$ cat config.mk
export PLATFORM = sky130hd
export DESIGN_NAME = boolean_sweep_ctrl
export DESIGN_NICKNAME = d
export VERILOG_FILES = /design/src/rtl/boolean_sweep_ctrl.sv
export SDC_FILE = /design/constraint.sdc
export NUM_CORES = 1
export LEC_CHECK = 0
export ABC_AREA = 1
export BUFFER_PORTS_ARGS = -buffer_cell sky130_fd_sc_hd__clkbuf_2
export CORE_MARGIN = 4
export CORE_UTILIZATION = 52
export CTS_BUF_LIST = sky130_fd_sc_hd__clkbuf_8
export DETAILED_ROUTE_END_ITERATION = 10
export GPL_TIMING_DRIVEN = 0
export PLACE_DENSITY = 0.77
export SETUP_SLACK_MARGIN = 0.1
export SLEW_MARGIN = 20
export SYNTH_ARGS = -nofsm -noshare
export SYNTH_HDL_FRONTEND = slang
export SYNTH_SLANG_ARGS = --single-unit
$ cat constraint.sdc
create_clock -name clk -period 3.05 [get_ports clk]
set_input_delay 0.305 -clock clk [delete_from_list [all_inputs] [get_ports clk]]
set_output_delay 0.305 -clock clk [all_outputs]
set_load 0.02 [all_outputs]
$ cat src/rtl/boolean_sweep_ctrl.sv
// ---------------------------------------------------------------------------
// boolean_sweep_ctrl
//
// Purpose: walks a 4-input combinational evaluator through all 16 input
// vectors, captures its two results (f1, f2) into truth tables, and then
// compares them against golden tables. Each vector is held on the vec
// outputs for one settle cycle before its results are captured.
//
// Ports:
//   clk          in   single clock, rising-edge active
//   rst_n        in   asynchronous active-low reset
//   start_i      in   request a full sweep (honoured only while idle)
//   abort_i      in   synchronous abort of a sweep in progress
//   vec_abcd_o   out  [3:0] vector to evaluator {A,B,C,D}, A = MSB
//   vec_wxyz_o   out  [3:0] same vector for the {w,x,y,z} inputs
//   f1_i, f2_i   in   evaluator results for the current vector
//   busy_o       out  high whenever a sweep is in progress
//   done_o       out  one-cycle pulse on sweep completion
//   f1_tt_o      out  [15:0] captured F1 truth table
//   f2_tt_o      out  [15:0] captured F2 truth table
//   f1_ones_o    out  [4:0] number of ones in the F1 table (0..16)
//   f2_ones_o    out  [4:0] number of ones in the F2 table (0..16)
//   f1_mis_o     out  [15:0] F1 table XOR golden (set bit = mismatch)
//   f2_mis_o     out  [15:0] F2 table XOR golden (set bit = mismatch)
//   pass_o       out  both mismatch masks zero after last completed sweep
//   aborted_o    out  last sweep was ended by abort
// ---------------------------------------------------------------------------
module boolean_sweep_ctrl #(
   parameter logic [15:0] F1_EXP = 16'h35A5,
   parameter logic [15:0] F2_EXP = 16'hF2E2
) (
   input  logic        clk,
   input  logic        rst_n,
   input  logic        start_i,
   input  logic        abort_i,
   output logic [3:0]  vec_abcd_o,
   output logic [3:0]  vec_wxyz_o,
   input  logic        f1_i,
   input  logic        f2_i,
   output logic        busy_o,
   output logic        done_o,
   output logic [15:0] f1_tt_o,
   output logic [15:0] f2_tt_o,
   output logic [4:0]  f1_ones_o,
   output logic [4:0]  f2_ones_o,
   output logic [15:0] f1_mis_o,
   output logic [15:0] f2_mis_o,
   output logic        pass_o,
   output logic        aborted_o
);

   typedef enum logic [2:0] {
      IDLE,
      DRIVE,
      SAMPLE,
      CHECK,
      DONE
   } state_e;

   state_e      state_q, state_d;
   logic [3:0]  idx_q, idx_d;
   logic [3:0]  vec_q, vec_d;
   logic [15:0] f1Tt_q, f1Tt_d;
   logic [15:0] f2Tt_q, f2Tt_d;
   logic [15:0] f1Mis_q, f1Mis_d;
   logic [15:0] f2Mis_q, f2Mis_d;
   logic [4:0]  f1Ones_q, f1Ones_d;
   logic [4:0]  f2Ones_q, f2Ones_d;
   logic        pass_q, pass_d;
   logic        aborted_q, aborted_d;

   // Five-bit result so a table of all ones (16) is represented exactly.
   function automatic logic [4:0] popCount(input logic [15:0] v);
      logic [4:0] cnt;
      cnt = 5'd0;
      for (int i = 0; i < 16; i++) begin
         cnt = cnt + {4'd0, v[i]};
      end
      return cnt;
   endfunction

   // State and datapath registers.
   always_ff @(posedge clk or negedge rst_n) begin
      if (!rst_n) begin
         state_q   <= IDLE;
         idx_q     <= 4'd0;
         vec_q     <= 4'd0;
         f1Tt_q    <= 16'd0;
         f2Tt_q    <= 16'd0;
         f1Mis_q   <= 16'd0;
         f2Mis_q   <= 16'd0;
         f1Ones_q  <= 5'd0;
         f2Ones_q  <= 5'd0;
         pass_q    <= 1'b0;
         aborted_q <= 1'b0;
      end else begin
         state_q   <= state_d;
         idx_q     <= idx_d;
         vec_q     <= vec_d;
         f1Tt_q    <= f1Tt_d;
         f2Tt_q    <= f2Tt_d;
         f1Mis_q   <= f1Mis_d;
         f2Mis_q   <= f2Mis_d;
         f1Ones_q  <= f1Ones_d;
         f2Ones_q  <= f2Ones_d;
         pass_q    <= pass_d;
         aborted_q <= aborted_d;
      end
   end

   // Next-state logic. Each state performs its datapath action (driving the
   // vector, capturing the results) even when abort is present; abort only
   // redirects the transition back to IDLE. That is why an abort in SAMPLE
   // still keeps the bit captured for the current index.
   always_comb begin
      state_d   = state_q;
      idx_d     = idx_q;
      vec_d     = vec_q;
      f1Tt_d    = f1Tt_q;
      f2Tt_d    = f2Tt_q;
      f1Mis_d   = f1Mis_q;
      f2Mis_d   = f2Mis_q;
      f1Ones_d  = f1Ones_q;
      f2Ones_d  = f2Ones_q;
      pass_d    = pass_q;
      aborted_d = aborted_q;

      case (state_q)
         IDLE: begin
            if (start_i && !abort_i) begin
               idx_d     = 4'd0;
               f1Tt_d    = 16'd0;
               f2Tt_d    = 16'd0;
               aborted_d = 1'b0;
               state_d   = DRIVE;
            end
         end

         DRIVE: begin
            vec_d = idx_q;
            if (abort_i) begin
               aborted_d = 1'b1;
               pass_d    = 1'b0;
               state_d   = IDLE;
            end else begin
               state_d = SAMPLE;
            end
         end

         SAMPLE: begin
            f1Tt_d[idx_q] = f1_i;
            f2Tt_d[idx_q] = f2_i;
            if (abort_i) begin
               aborted_d = 1'b1;
               pass_d    = 1'b0;
               state_d   = IDLE;
            end else if (idx_q == 4'd15) begin
               state_d = CHECK;
            end else begin
               idx_d   = idx_q + 4'd1;
               state_d = DRIVE;
            end
         end

         CHECK: begin
            if (abort_i) begin
               aborted_d = 1'b1;
               pass_d    = 1'b0;
               state_d   = IDLE;
            end else begin
               f1Mis_d  = f1Tt_q ^ F1_EXP;
               f2Mis_d  = f2Tt_q ^ F2_EXP;
               f1Ones_d = popCount(f1Tt_q);
               f2Ones_d = popCount(f2Tt_q);
               pass_d   = ((f1Tt_q ^ F1_EXP) == 16'd0) &&
                          ((f2Tt_q ^ F2_EXP) == 16'd0);
               state_d  = DONE;
            end
         end

         DONE: begin
            state_d = IDLE;
         end

         default: begin
            state_d = IDLE;
         end
      endcase
   end

   assign vec_abcd_o = vec_q;
   assign vec_wxyz_o = vec_q;
   assign busy_o     = (state_q != IDLE);
   assign done_o     = (state_q == DONE);
   assign f1_tt_o    = f1Tt_q;
   assign f2_tt_o    = f2Tt_q;
   assign f1_ones_o  = f1Ones_q;
   assign f2_ones_o  = f2Ones_q;
   assign f1_mis_o   = f1Mis_q;
   assign f2_mis_o   = f2Mis_q;
   assign pass_o     = pass_q;
   assign aborted_o  = aborted_q;

endmodule

# Word level (Yosys, flattened, before mapping)
# Cells that the tools add are included.
dict set report classes {
  n_mux 23
  n_reduce_logical 18
  bitwise_logic 3
  eq_ne 10
  n_lt_le_gt_ge 2
  n_addsub 31
}
# op count
set op_table {}
lappend op_table {{$add A5 B1 Y5} 22}
lappend op_table {{$pmux W16 S2} 2}
lappend op_table {{$bwmux W16} 2}
lappend op_table {{$logic_not A16 Y1} 2}
lappend op_table {{$mux W16} 1}
lappend op_table {{$mux W4} 3}
lappend op_table {{$pmux W3 S4} 1}
lappend op_table {{$add A4 B1 Y5} 2}
lappend op_table {{$not A9 Y9} 1}
lappend op_table {{$add A3 B1 Y4} 2}
lappend op_table {{$not A8 Y8} 1}
lappend op_table {{$pmux W4 S2} 1}
lappend op_table {{$add A2 B1 Y3} 2}
lappend op_table {{$eq A3 B2 Y1 const B} 2}
lappend op_table {{$mux W2} 3}
lappend op_table {{$mux W3} 2}
lappend op_table {{$ne A2 B2 Y1 const B} 3}
lappend op_table {{$reduce_and A2 Y1} 3}
lappend op_table {{$reduce_bool A2 Y1} 3}
lappend op_table {{$lt A4 B5 Y1 const B} 1}
lappend op_table {{$mux W1} 5}
lappend op_table {{$add A1 B1 Y2} 2}
lappend op_table {{$add A4 B1 Y4 const B} 1}
lappend op_table {{$demux W1 S4} 1}
lappend op_table {{15 further kinds} 19}
dict set report word_totals {
  reg_bits 87
  elab_cells 98
}

# Longest topological paths before layout
dict set report logic_depth {
  ltp_word 15
  mapped_depth 14
  depth_no_buf 14
}

# Worst setup path after synthesis
# Ideal clock, no wire load.
dict set report synth_timing {
  kind {reg-to-reg}
  startpoint {reg f2Tt_q[0] (netlist: f2_tt_o[0])}
  endpoint {reg f2Ones_q[2] (netlist: f2_ones_o[2])}
  arrival_time_ps 3418
  slack_ps -451
  stages_incl_launch_ff 12
  required_time_ps 2967
  synth_period_minus_slack_ps 3501
  setup_time_ps 83
  path_cell_list {dfrtp_1 -> inv_1 -> fa_1 -> fa_1 -> fa_1 -> fa_1 -> inv_1 -> ha_1 -> inv_1 -> fa_1 -> xor2_1 -> o21ai_0}
}
dict set report synth_via {
  elab_chain_cells 15
}
# element line_no
set synth_rtl {}
lappend synth_rtl {{from (decl)} 64} ;# logic [15:0] f2Tt_q, f2Tt_d;
lappend synth_rtl {{from (signal assigned)} 101} ;# f2Tt_q <= f2Tt_d;
lappend synth_rtl {{$add A1 B1 Y2} 77} ;# cnt = cnt + {4'd0, v[i]};
lappend synth_rtl {{$add A2 B1 Y3} 77}
lappend synth_rtl {{$add A3 B1 Y4} 77}
lappend synth_rtl {{$add A4 B1 Y5} 77}
lappend synth_rtl {{$add A5 B1 Y5 (11 in series)} 77}
lappend synth_rtl {{to (signal assigned)} 105} ;# f2Ones_q <= f2Ones_d;
lappend synth_rtl {{to (decl)} 68} ;# logic [4:0] f2Ones_q, f2Ones_d;
# Every way passes these cells.
# A chain may end at the register's enable or synchronous reset.

# Worst setup path after layout
dict set report layout_timing {
  startpoint {reg f2Tt_q[7] (netlist: f2_tt_o[7])}
  endpoint {reg f2Ones_q[2] (netlist: f2_ones_o[2])}
}
dict set report layout_via {
  elab_chain_cells 9
}
# element line_no
set layout_rtl {}
lappend layout_rtl {{$add A5 B1 Y5 (9 in series)} 77}
# Every way passes these cells.

==> reports/metrics.cfg <==
[run_status]
status=finished with violations
violations=hold timing, setup timing

[cells_and_area]
fill_cells=714
drive_gt1_share_pct=28.5
layout.nets=724
n_antenna_cell=0
seq_area_um2=2200
synthToLayoutAreaGrowth_pct=24.2
multiInputGateArea_um2=2070
fin_area_um2=5720

[grt]
gr-usage-all-layers_pct=25.0
grt_pass1_vias=4155
grt-ovfl-total=0
grt_use_met2_pct=42.5
grt_pass1_wl_mm=20.1
grt_busiest_layer=met2
grt_max_degree=88
use_met1_pct=31.9
met3_usage_pct=3.28
antenna_found_initial=0

[critical_path]
cp-end-kind=register
reg2reg_to=f2_ones_o[2]
cp_num_buf_inv=3
critical_path_arrival_ns=3.64
criticalPathCategory=reg2reg
path_depth=11
cp.required_ns=3.29
regToRegSetupSlack_ns=-0.35
r2r_start=f2_tt_o[7]
cpMaxStageDelayCell=fa_1
reg2reg_depth=11
cpMostUsedCell=fa_1
critical_path.startpoint_type=register
crit_family=adder cells
endpoint=f2_ones_o[2]
path_max_fanout=2
cpPeakStageDelay_ns=0.54
path_cells=inv_1, fa_1, fa_1, fa_1, fa_1, inv_2, ha_4, inv_2, fa_2, xor2_1, o21ai_1
startpoint=f2_tt_o[7]

[pwr]
internal_power_uw=1920
finalPower_uw=2590
combPwrFrac_pct=11.3
power.switching_uw=669
seqPwrFrac_pct=47.8
p_leak_uw=0.00321
peakVddDrop_mv=0.259
pwr-share-clk_pct=40.9
power_density_nw_per_um2=453
switching_share_pct=25.8

[clocking]
cts_buffers=9
insertion_delay_ns=0.36
clkSlewWorstSetupHoldPaths_ns=0.09
clockBufferDepth=2
root_buffer=clkbuf_8
cts_max_level=3
cts_tree=done
ctsHoldBuffers=0
cts_sinks=87

[die]
core_area_um2=8680
die_x_um=102
die_area_um2=10400
die_h_um=102
rows=34
start_util_pct=53.1
io_pins=92

[sta]
rsz0062_at_grt=true
slew_headroom_pct=53.8
tns_ns=-2.17
worst_slack_ns=-0.351
hold_viol=14
setup-violations-final=8
finalCritPeriodShare_pct=112
clock-skew-final_ns=0.0105
whs_ns=-0.0257
slew_violations=0
max_clock_freq_ghz=0.294
period_minus_slack_ns=3.40
tightest_slew_ns=0.693

[drt]
routedWlPerCell_um=15.5
dr_total_vias=4110
first_pass_iters=5
drc=0
routed_wl_mm=12.3
drtIter0Drc=256
drtAntennaViolNets=0
vias_per_cell=5.17

[synth]
ys_seq_area_share_pct=47.3
netlist_instances=557
yosysUniqueCellTypes=26
syn-num-nets=599
postSynthAreaPerCell_um2=8.27
synth-seq-cells=87
ys_warn_count=0
syn_area_um2=4610

[place]
io_buffers=91
dpl_worst_slack_ns=-0.438
hpwl_mm=8.74
place_congestion=0.859
place_area_um2=5230

[worst_hold_path]
min_path_type=in2async

[job]
drv_cap=0

through the flow:
stage	util (%)	std cells
after floorplan	-	557
after global placement	60.2	756
after detailed placement	60.3	756
after CTS	65.7	794
after global routing	65.9	795
final	65.9	795
cell families after synthesis:
logic type | Yosys count | synth area share, %
xor+xnor | 3 | 0.571
buf+inv | 102 | 9.02
fa+ha+maj | 36 | 13.0
compound gates | 44 | 4.89
simple gates | 285 | 25.2
flops | 87 | 47.3
how the worst min path moves through the flow:
| stage | from | to | slack, ns | depth (start not counted) |
|---|---|---|---|---|
| final | rst_n | f2_ones_o[3] | -0.03 | 1 |
| after global routing | rst_n | f2_ones_o[3] | 0.04 | 1 |
| after CTS | rst_n | f2_ones_o[3] | 0.007 | 1 |
| after detailed placement | rst_n | f2_ones_o[3] | 0.41 | 1 |
| after global placement | f2_ones_o[4] | f2_ones_o[4] | 0.46 | 2 |
| after floorplan | rst_n | aborted_o | 0.009 | 0 |
flip-flops by register name (all words and copies together) (netlist names), 3 cells and up:
signal / flops
f1_ones_o: 5
f2_mis_o: 16
idx_q: 4
f1_mis_o: 16
state_q: 3
f2_tt_o: 16
vec_abcd_o: 4
f1_tt_o: 16
f2_ones_o: 5
cells in the final DEF (no fill, tap or decap), types with 4 or more instances in the layout:
| master | n |
|---|---|
| dfrtp_2 | 17 |
| ha_1 | 14 |
| o21ai_0 | 32 |
| buf_2 | 8 |
| inv_1 | 66 |
| inv_2 | 18 |
| clkbuf_1 | 4 |
| nand3b_1 | 4 |
| clkbuf_8 | 10 |
| bufinv_16 | 4 |
| nand2_1 | 229 |
| nand3_1 | 20 |
| clkbuf_2 | 90 |
| buf_4 | 28 |
| o21ai_1 | 4 |
| dfrtp_1 | 70 |
| nor2_1 | 18 |
| fa_1 | 17 |
synthesized netlist by cell type (all sizes together):
cell type / instances / area [um2]
dfrtp: 87 / 2180
xnor2: 1 / 8.76
nand3: 22 / 123
fa: 20 / 400
nand4: 4 / 31.3
o211ai: 2 / 15.0
o21ai: 38 / 190
a21oi: 4 / 20.0
nor2: 21 / 91.3
nand2: 232 / 876
clkinv: 1 / 3.75
xor2: 2 / 17.5
inv: 83 / 312
ha: 16 / 200
clkbuf: 4 / 15.0
nand3b: 4 / 30.0
buf: 14 / 85.1
nor3: 2 / 10.0
power groups by stage:
| stage | clock network, uW | registers [uW] | logic (uW) |
|---|---|---|---|
| 2_1_floorplan | 0 | 1330 | 104 |
| 3_3_place_gp | 0 | 1260 | 273 |
| 3_5_place_dp | 0 | 1260 | 283 |
| 4_1_cts | 1060 | 1240 | 297 |
| 5_1_grt | 1110 | 1250 | 329 |
| 6_report | 1060 | 1240 | 294 |
worst reg2reg max path: cells and delay by family (launching register included):
kind / cells / cell delay (ns)
DFF: 1 / 0.42
adders and majority gates: 6 / 2.43
buffers and inverters: 3 / 0.23
xor gates and xnor gates: 1 / 0.14
AOI/OAI and AO/OA: 1 / 0.07
routing by layer:
| metal | wire length (um) | vias to the layer above |
|---|---|---|
| met5 | 0 | - |
| met4 | 350 | 0 |
| met3 | 752 | 32 |
| met2 | 6090 | 155 |
| met1 | 5120 | 1982 |
| li1 | - | 1941 |
repair_timing:
action                     in CTS  in global routing
resized for setup              25                  4
pin swaps                      18                 10
hold endpoints to repair        0                  0
setup endpoints to repair      10                 10
setup buffers                  22                  2
layout make-up:
class                           count  area share (%)
Multi-Input combinational cell    368            36.2
Clock buffer                        9            2.17
Buffer                             18            1.75
Clock inverter                      7            2.38
Tap cell                          108            2.36
Sequential cell                    87            38.4
Inverter                           84            5.56
Timing Repair Buffer              114            11.2
Power figures use the tool's default switching activity.
